File: config.mk
export PLATFORM = sky130hd
export DESIGN_NAME = spi_write_decoder
export DESIGN_NICKNAME = d
export VERILOG_FILES = /design/src/rtl/spi_write_decoder.sv
export SDC_FILE = /design/constraint.sdc
export NUM_CORES = 1
export LEC_CHECK = 0
export ABC_AREA = 1
export ABC_CLOCK_PERIOD_IN_PS = 7600
export CAP_MARGIN = 40
export CORE_ASPECT_RATIO = 0.9
export CORE_MARGIN = 1.5
export CORE_UTILIZATION = 55
export CTS_BUF_LIST = sky130_fd_sc_hd__clkbuf_8
export CTS_CLUSTER_DIAMETER = 150
export DETAILED_ROUTE_END_ITERATION = 6
export HOLD_SLACK_MARGIN = 0.12
export PLACE_DENSITY = 0.75
export RECOVER_POWER = 50
export SETUP_SLACK_MARGIN = 0.5
export SLEW_MARGIN = 40
export SYNTH_ARGS = -nofsm -noshare
export SYNTH_HDL_FRONTEND = slang
export SYNTH_SLANG_ARGS = --single-unit
File: constraint.sdc
create_clock -name sclk -period 7.6 [get_ports sclk]
set_input_delay 1.52 -clock sclk [delete_from_list [all_inputs] [get_ports sclk]]
set_output_delay 1.52 -clock sclk [all_outputs]
set_load 0.01 [all_outputs]
File: src/rtl/spi_write_decoder.sv
// SPI write-frame decoder: command 0x02, address, then a stream of data bytes
// pushed as {addr,data} write requests. SPI_WRITE_DECODER_STATS_EN builds frame_count.
module spi_write_decoder #(
    parameter int FIFO_DEPTH = 4,
    parameter int ADDR_WIDTH = 24
) (
    input  logic                  sclk,
    input  logic                  rst_n,
    input  logic                  cs,
    input  logic [7:0]            mosi,
    output logic                  wr_valid,
    input  logic                  wr_ready,
    output logic [ADDR_WIDTH-1:0] wr_addr,
    output logic [7:0]            wr_data,
    output logic                  cmd_err,
    output logic                  overflow,
    output logic [15:0]           frame_count
);

    localparam int PW = $clog2(FIFO_DEPTH);
    localparam int EW = ADDR_WIDTH + 8;
    localparam logic [2:0] LAST = 3'(ADDR_WIDTH / 8 - 1);
    localparam logic [PW:0] FULL = (PW + 1)'(FIFO_DEPTH);

    typedef enum logic [1:0] {IDLE, ADDR, DATA, DISCARD} state_t;

    state_t                state;
    logic                  armed;
    logic [2:0]            cnt;
    logic [ADDR_WIDTH-1:0] addr;
    logic [EW-1:0]         mem [FIFO_DEPTH];
    logic [PW-1:0]         rd_ptr, wr_ptr, rd_next;
    logic [PW:0]           count, count_next;
    logic                  pop, push_req, push, drop;
    logic [EW-1:0]         entry, head_next;

    always_comb begin
        pop        = wr_valid & wr_ready;
        push_req   = !cs && (state == DATA);
        push       = push_req && ((count != FULL) || pop);
        drop       = push_req && (count == FULL) && !pop;
        entry      = {addr, mosi};
        rd_next    = rd_ptr + PW'(pop);
        count_next = count + (PW + 1)'(push) - (PW + 1)'(pop);
        // With nothing left behind the popped head, the new head is the byte being pushed.
        head_next  = (count == (PW + 1)'(pop)) ? entry : mem[rd_next];
    end

    always_ff @(posedge sclk) begin
        if (rst_n && push)
            mem[wr_ptr] <= entry;
    end

    always_ff @(posedge sclk) begin
        if (!rst_n) begin
            state    <= IDLE;
            armed    <= 1'b0;
            cnt      <= '0;
            addr     <= '0;
            rd_ptr   <= '0;
            wr_ptr   <= '0;
            count    <= '0;
            wr_valid <= 1'b0;
            wr_addr  <= '0;
            wr_data  <= '0;
            cmd_err  <= 1'b0;
            overflow <= 1'b0;
        end else begin
            cmd_err  <= 1'b0;
            rd_ptr   <= rd_next;
            count    <= count_next;
            wr_valid <= (count_next != '0);
            if (push)
                wr_ptr <= wr_ptr + PW'(1);
            if (count_next != '0)
                {wr_addr, wr_data} <= head_next;
            if (drop)
                overflow <= 1'b1;
            if (cs) begin
                state <= IDLE;
                armed <= 1'b1;
            end else begin
                unique case (state)
                    IDLE: begin
                        // After a reset the rest of an open frame is ignored until cs rises.
                        if (armed) begin
                            if (mosi == 8'h02) begin
                                state <= ADDR;
                                cnt   <= '0;
                            end else begin
                                cmd_err <= 1'b1;
                                state   <= DISCARD;
                            end
                        end
                    end
                    ADDR: begin
                        addr <= (addr << 8) | ADDR_WIDTH'(mosi);
                        cnt  <= cnt + 3'd1;
                        if (cnt == LAST)
                            state <= DATA;
                    end
                    DATA:    addr <= addr + ADDR_WIDTH'(1);
                    DISCARD: state <= DISCARD;
                    default: state <= IDLE;
                endcase
            end
        end
    end

`ifdef SPI_WRITE_DECODER_STATS_EN
    logic        hit;
    logic [15:0] fcnt;

    always_ff @(posedge sclk) begin
        if (!rst_n) begin
            hit  <= 1'b0;
            fcnt <= '0;
        end else if (cs) begin
            if (hit && fcnt != 16'hFFFF)
                fcnt <= fcnt + 16'd1;
            hit <= 1'b0;
        end else if (push || drop) begin
            hit <= 1'b1;
        end
    end

    assign frame_count = fcnt;
`else
    assign frame_count = '0;
`endif

endmodule

==> results.sh <==
export IMPL_status="finished with violations"
export IMPL_violations="capacitance limit, slew limit"
export IMPL_grt_max_degree=52
export IMPL_clk_pin_slew_ps=100
export IMPL_die_w_um=138.5
export IMPL_dr_pass1_iters=5
export IMPL_cts_buffers=17
export IMPL_met2_usage_pct=37.37
export IMPL_critPathLaunchType="input pin"
export IMPL_utilization_pct=62.78
export IMPL_rsz0062_at_grt="no"
export IMPL_regArea_mm2=0.005285
export IMPL_ys_warn_count=0
export IMPL_fin_crit_sh_pct=68.34
export IMPL_p_comb_share_pct=31.8
export IMPL_gp_congestion=0.9028
export IMPL_synth_simple_area_share_pct=17.29
export IMPL_cp_max_fo=43
export IMPL_pwr_share_clk_pct=23.1
export IMPL_fp_row_count=44
export IMPL_fillers=1368
export IMPL_yosys_top_cells_count="265 x nand2_1, 128 x edfxtp_1, 128 x o21ai_0"
export IMPL_clk_insertion_delay_late_ps=470
export IMPL_gr_total_overflow=0
export IMPL_worstPathArrival_ps=5340
export IMPL_yosysUniqueCellTypes=35
export IMPL_p_per_area_mw_per_mm2=280.1
export IMPL_initial_core_util_pct=56.35
export IMPL_ant_nets=0
export IMPL_multiInputGateArea_mm2=0.003148
export IMPL_synth_edf_count=128
export IMPL_clk_path_buf_depth=2
export IMPL_peakVddDrop_mv=0.2207
export IMPL_grt_pass1_wl_um=31460
export IMPL_netlist_area_leader_share_pct=42.28
export IMPL_cts_root_buf="clkbuf_8"
export IMPL_post_cts_setup_buffers=0
export IMPL_synth_top_cells_by_area="edfxtp_1 42%, dfxtp_1 16%, nand2_1 11%"
export IMPL_slowest_delay_ps=1390
export IMPL_cp_data_required_time_ps=7750
export IMPL_die_height_um=125.0
export IMPL_vias=6815
export IMPL_async_flop_share_pct=0
export IMPL_cts_resized=0
export IMPL_p_switching_mw=1.031
export IMPL_final_max_slew_viol_count=44
export IMPL_grt_use_met1_pct=31.70
export IMPL_routed_wl_um=19860
export IMPL_maxCapViolations=1
export IMPL_num_antenna_cells=0
export IMPL_crit_type="input pin to flop"
export IMPL_synthXorXnorAreaFrac_pct=0.8396
export IMPL_antenna_found_initial=0
export IMPL_synth_top_family_by_area="simple AND/OR/NAND/NOR gates"
export IMPL_syn_area_mm2=0.009090
export IMPL_grt_pass1_vias=6019
export IMPL_drt_initial_drc_count=614
export IMPL_hold_slack_ps=484.6
export IMPL_p_int_mw=1.805
export IMPL_seq_power_share_pct=45.2
export IMPL_grt_busiest_layer="met2"
export IMPL_holdBufCountCts=0
export IMPL_dieArea_mm2=0.01731
export IMPL_drc=0
export IMPL_synthMuxAreaShare_pct=0
export IMPL_worst_slew_pin_slew_ps=1959
export IMPL_postSynthAreaPerCell_um2=8.886
export IMPL_setup_viol=0
export IMPL_tritoncts="yes"
export IMPL_p_leak_nw=3.807
export IMPL_yosysMostFrequentCell="nand2_1"
export IMPL_netlist_instances=1023
export IMPL_final_nets=1078
export IMPL_cp_slowest_cell="clkbuf_1"
export IMPL_slew_headroom_pct=-30.60
export IMPL_port_buffers=46
export IMPL_post_synth_top_area_cell="edfxtp_1"
export IMPL_cp_cell_sequence="dlygate4sd3_1 -> clkbuf_1 -> nand3_1 -> nor2_4 -> buf_4"
export IMPL_clock_fmax_ghz=0.1925
export IMPL_htree_levels=4
export IMPL_synth_flop_cell="edfxtp_1"
export IMPL_synth_compound_area_share_pct=12.72
export IMPL_ys_seq_elements=200
export IMPL_hp_class="flop to flop"
export IMPL_core_area_mm2=0.01613
export IMPL_p_sw_share_pct=36.36
export IMPL_skew_ps=14.56
export IMPL_synthAdderAreaFrac_pct=2.423
export IMPL_use_met3_pct=5.783
export IMPL_place_hpwl_um=13060
export IMPL_seq_area_frac_synth_pct=58.14
export IMPL_viasPerCell=5.370
export IMPL_cp_end_kind="flop"
export IMPL_grt_total_usage_pct=23.33
export IMPL_ioPinCount=63
export IMPL_drive_above_1_share_pct=5.367
export IMPL_hold_viol=0
export IMPL_post_route_min_period_ps=5194
export IMPL_clock_sinks=200
export IMPL_wl_per_cell_um=15.65
export IMPL_area_growth_pct=11.41
export IMPL_finalSetupTns_ps=0
==> path summary, 6_finish.rpt <==
kind,cells past startpoint,slack (ps),startpoint,to
setup / recovery,5,2410,rst_n,mem[3][23]
hold / removal,2,480,wr_addr[23],wr_addr[23]
setup reg to reg,15,3300,state[0],wr_data[0]
hold reg to reg,2,480,wr_addr[23],wr_addr[23]
==> stage by stage <==
step	instances	power [mW]	instance area [um^2]	setup slack [ps]
global route	1269	3.013	10130	2217
CTS	1269	2.868	10130	2925
detailed placement	1237	2.226	9754	2417
finish	1269	2.836	10130	2406
floorplan	1038	1.927	9146	3808
global placement	1232	2.173	9628	2611
==> cells by family after synthesis <==
family,after synthesis
AND/OR/NAND/NOR,391
adder cells (fa/ha/maj),17
flip-flops,200
buffers and inverters,183
other,1
AO/OA/AOI/OAI,224
XOR/XNOR,7
==> power by group through the flow <==
stage | registers (mW) | clock network (mW) | logic [mW]
after floorplan | 1.32 | 0 | 0.610
after global routing | 1.29 | 0.704 | 1.02
after CTS | 1.28 | 0.664 | 0.921
final | 1.28 | 0.654 | 0.901
after global placement | 1.31 | 0 | 0.866
after detailed placement | 1.31 | 0 | 0.919
==> worst max-delay path, delay by kind of cell <==
| family | cells | cell delay, ps |
|---|---|---|
| AND/OR/NAND/NOR | 2 | 1460 |
| buffers and inverters | 3 | 2330 |
==> metal layers <==
| layer | routed length, um | vias up |
|---|---|---|
| li1 | - | 3388 |
| met1 | 8863 | 3135 |
| met2 | 9201 | 260 |
| met3 | 1465 | 32 |
| met4 | 331 | 0 |
| met5 | 0 | - |
==> final cells by class <==
cell class,instances,area share [%]
Clock inverter,15,1.408
Timing Repair Buffer,58,6.116
Inverter,117,4.337
Sequential cell,200,52.19
Multi-Input combinational cell,655,31.08
Clock buffer,17,2.310
Tap cell,207,2.557
==> registers in the layout, indices dropped and copies added (netlist names), 3 cells and up <==
name and flops:
mem 128, addr 24, wr_addr 24, wr_data 8, cnt 3, count 3
==> layout by cell type (no fill, tap or decap), types with 2 or more instances in the layout <==
| master | instances |
|---|---|
| a21oi_1 | 76 |
| inv_1 | 117 |
| xor2_1 | 3 |
| a21boi_0 | 6 |
| nor2_1 | 57 |
| o21ai_0 | 128 |
| ha_1 | 14 |
| clkinv_2 | 2 |
| inv_2 | 2 |
| nor2_4 | 4 |
| or2_2 | 2 |
| nand3_1 | 44 |
| clkdlybuf4s50_1 | 5 |
| nor4_1 | 3 |
| dlygate4sd3_1 | 41 |
| dfxtp_1 | 72 |
| inv_6 | 3 |
| nand4_1 | 2 |
| clkinvlp_4 | 2 |
| clkbuf_8 | 17 |
| buf_16 | 2 |
| buf_12 | 2 |
| nor3_1 | 6 |
| o21ai_1 | 7 |
| xnor2_1 | 2 |
| buf_4 | 6 |
| a211oi_1 | 2 |
| edfxtp_1 | 128 |
| conb_1 | 16 |
| nand2_1 | 264 |
| inv_8 | 4 |
| nor2_2 | 2 |
| nand3b_1 | 4 |
No activity file was read; power rests on OpenSTA's default activity.
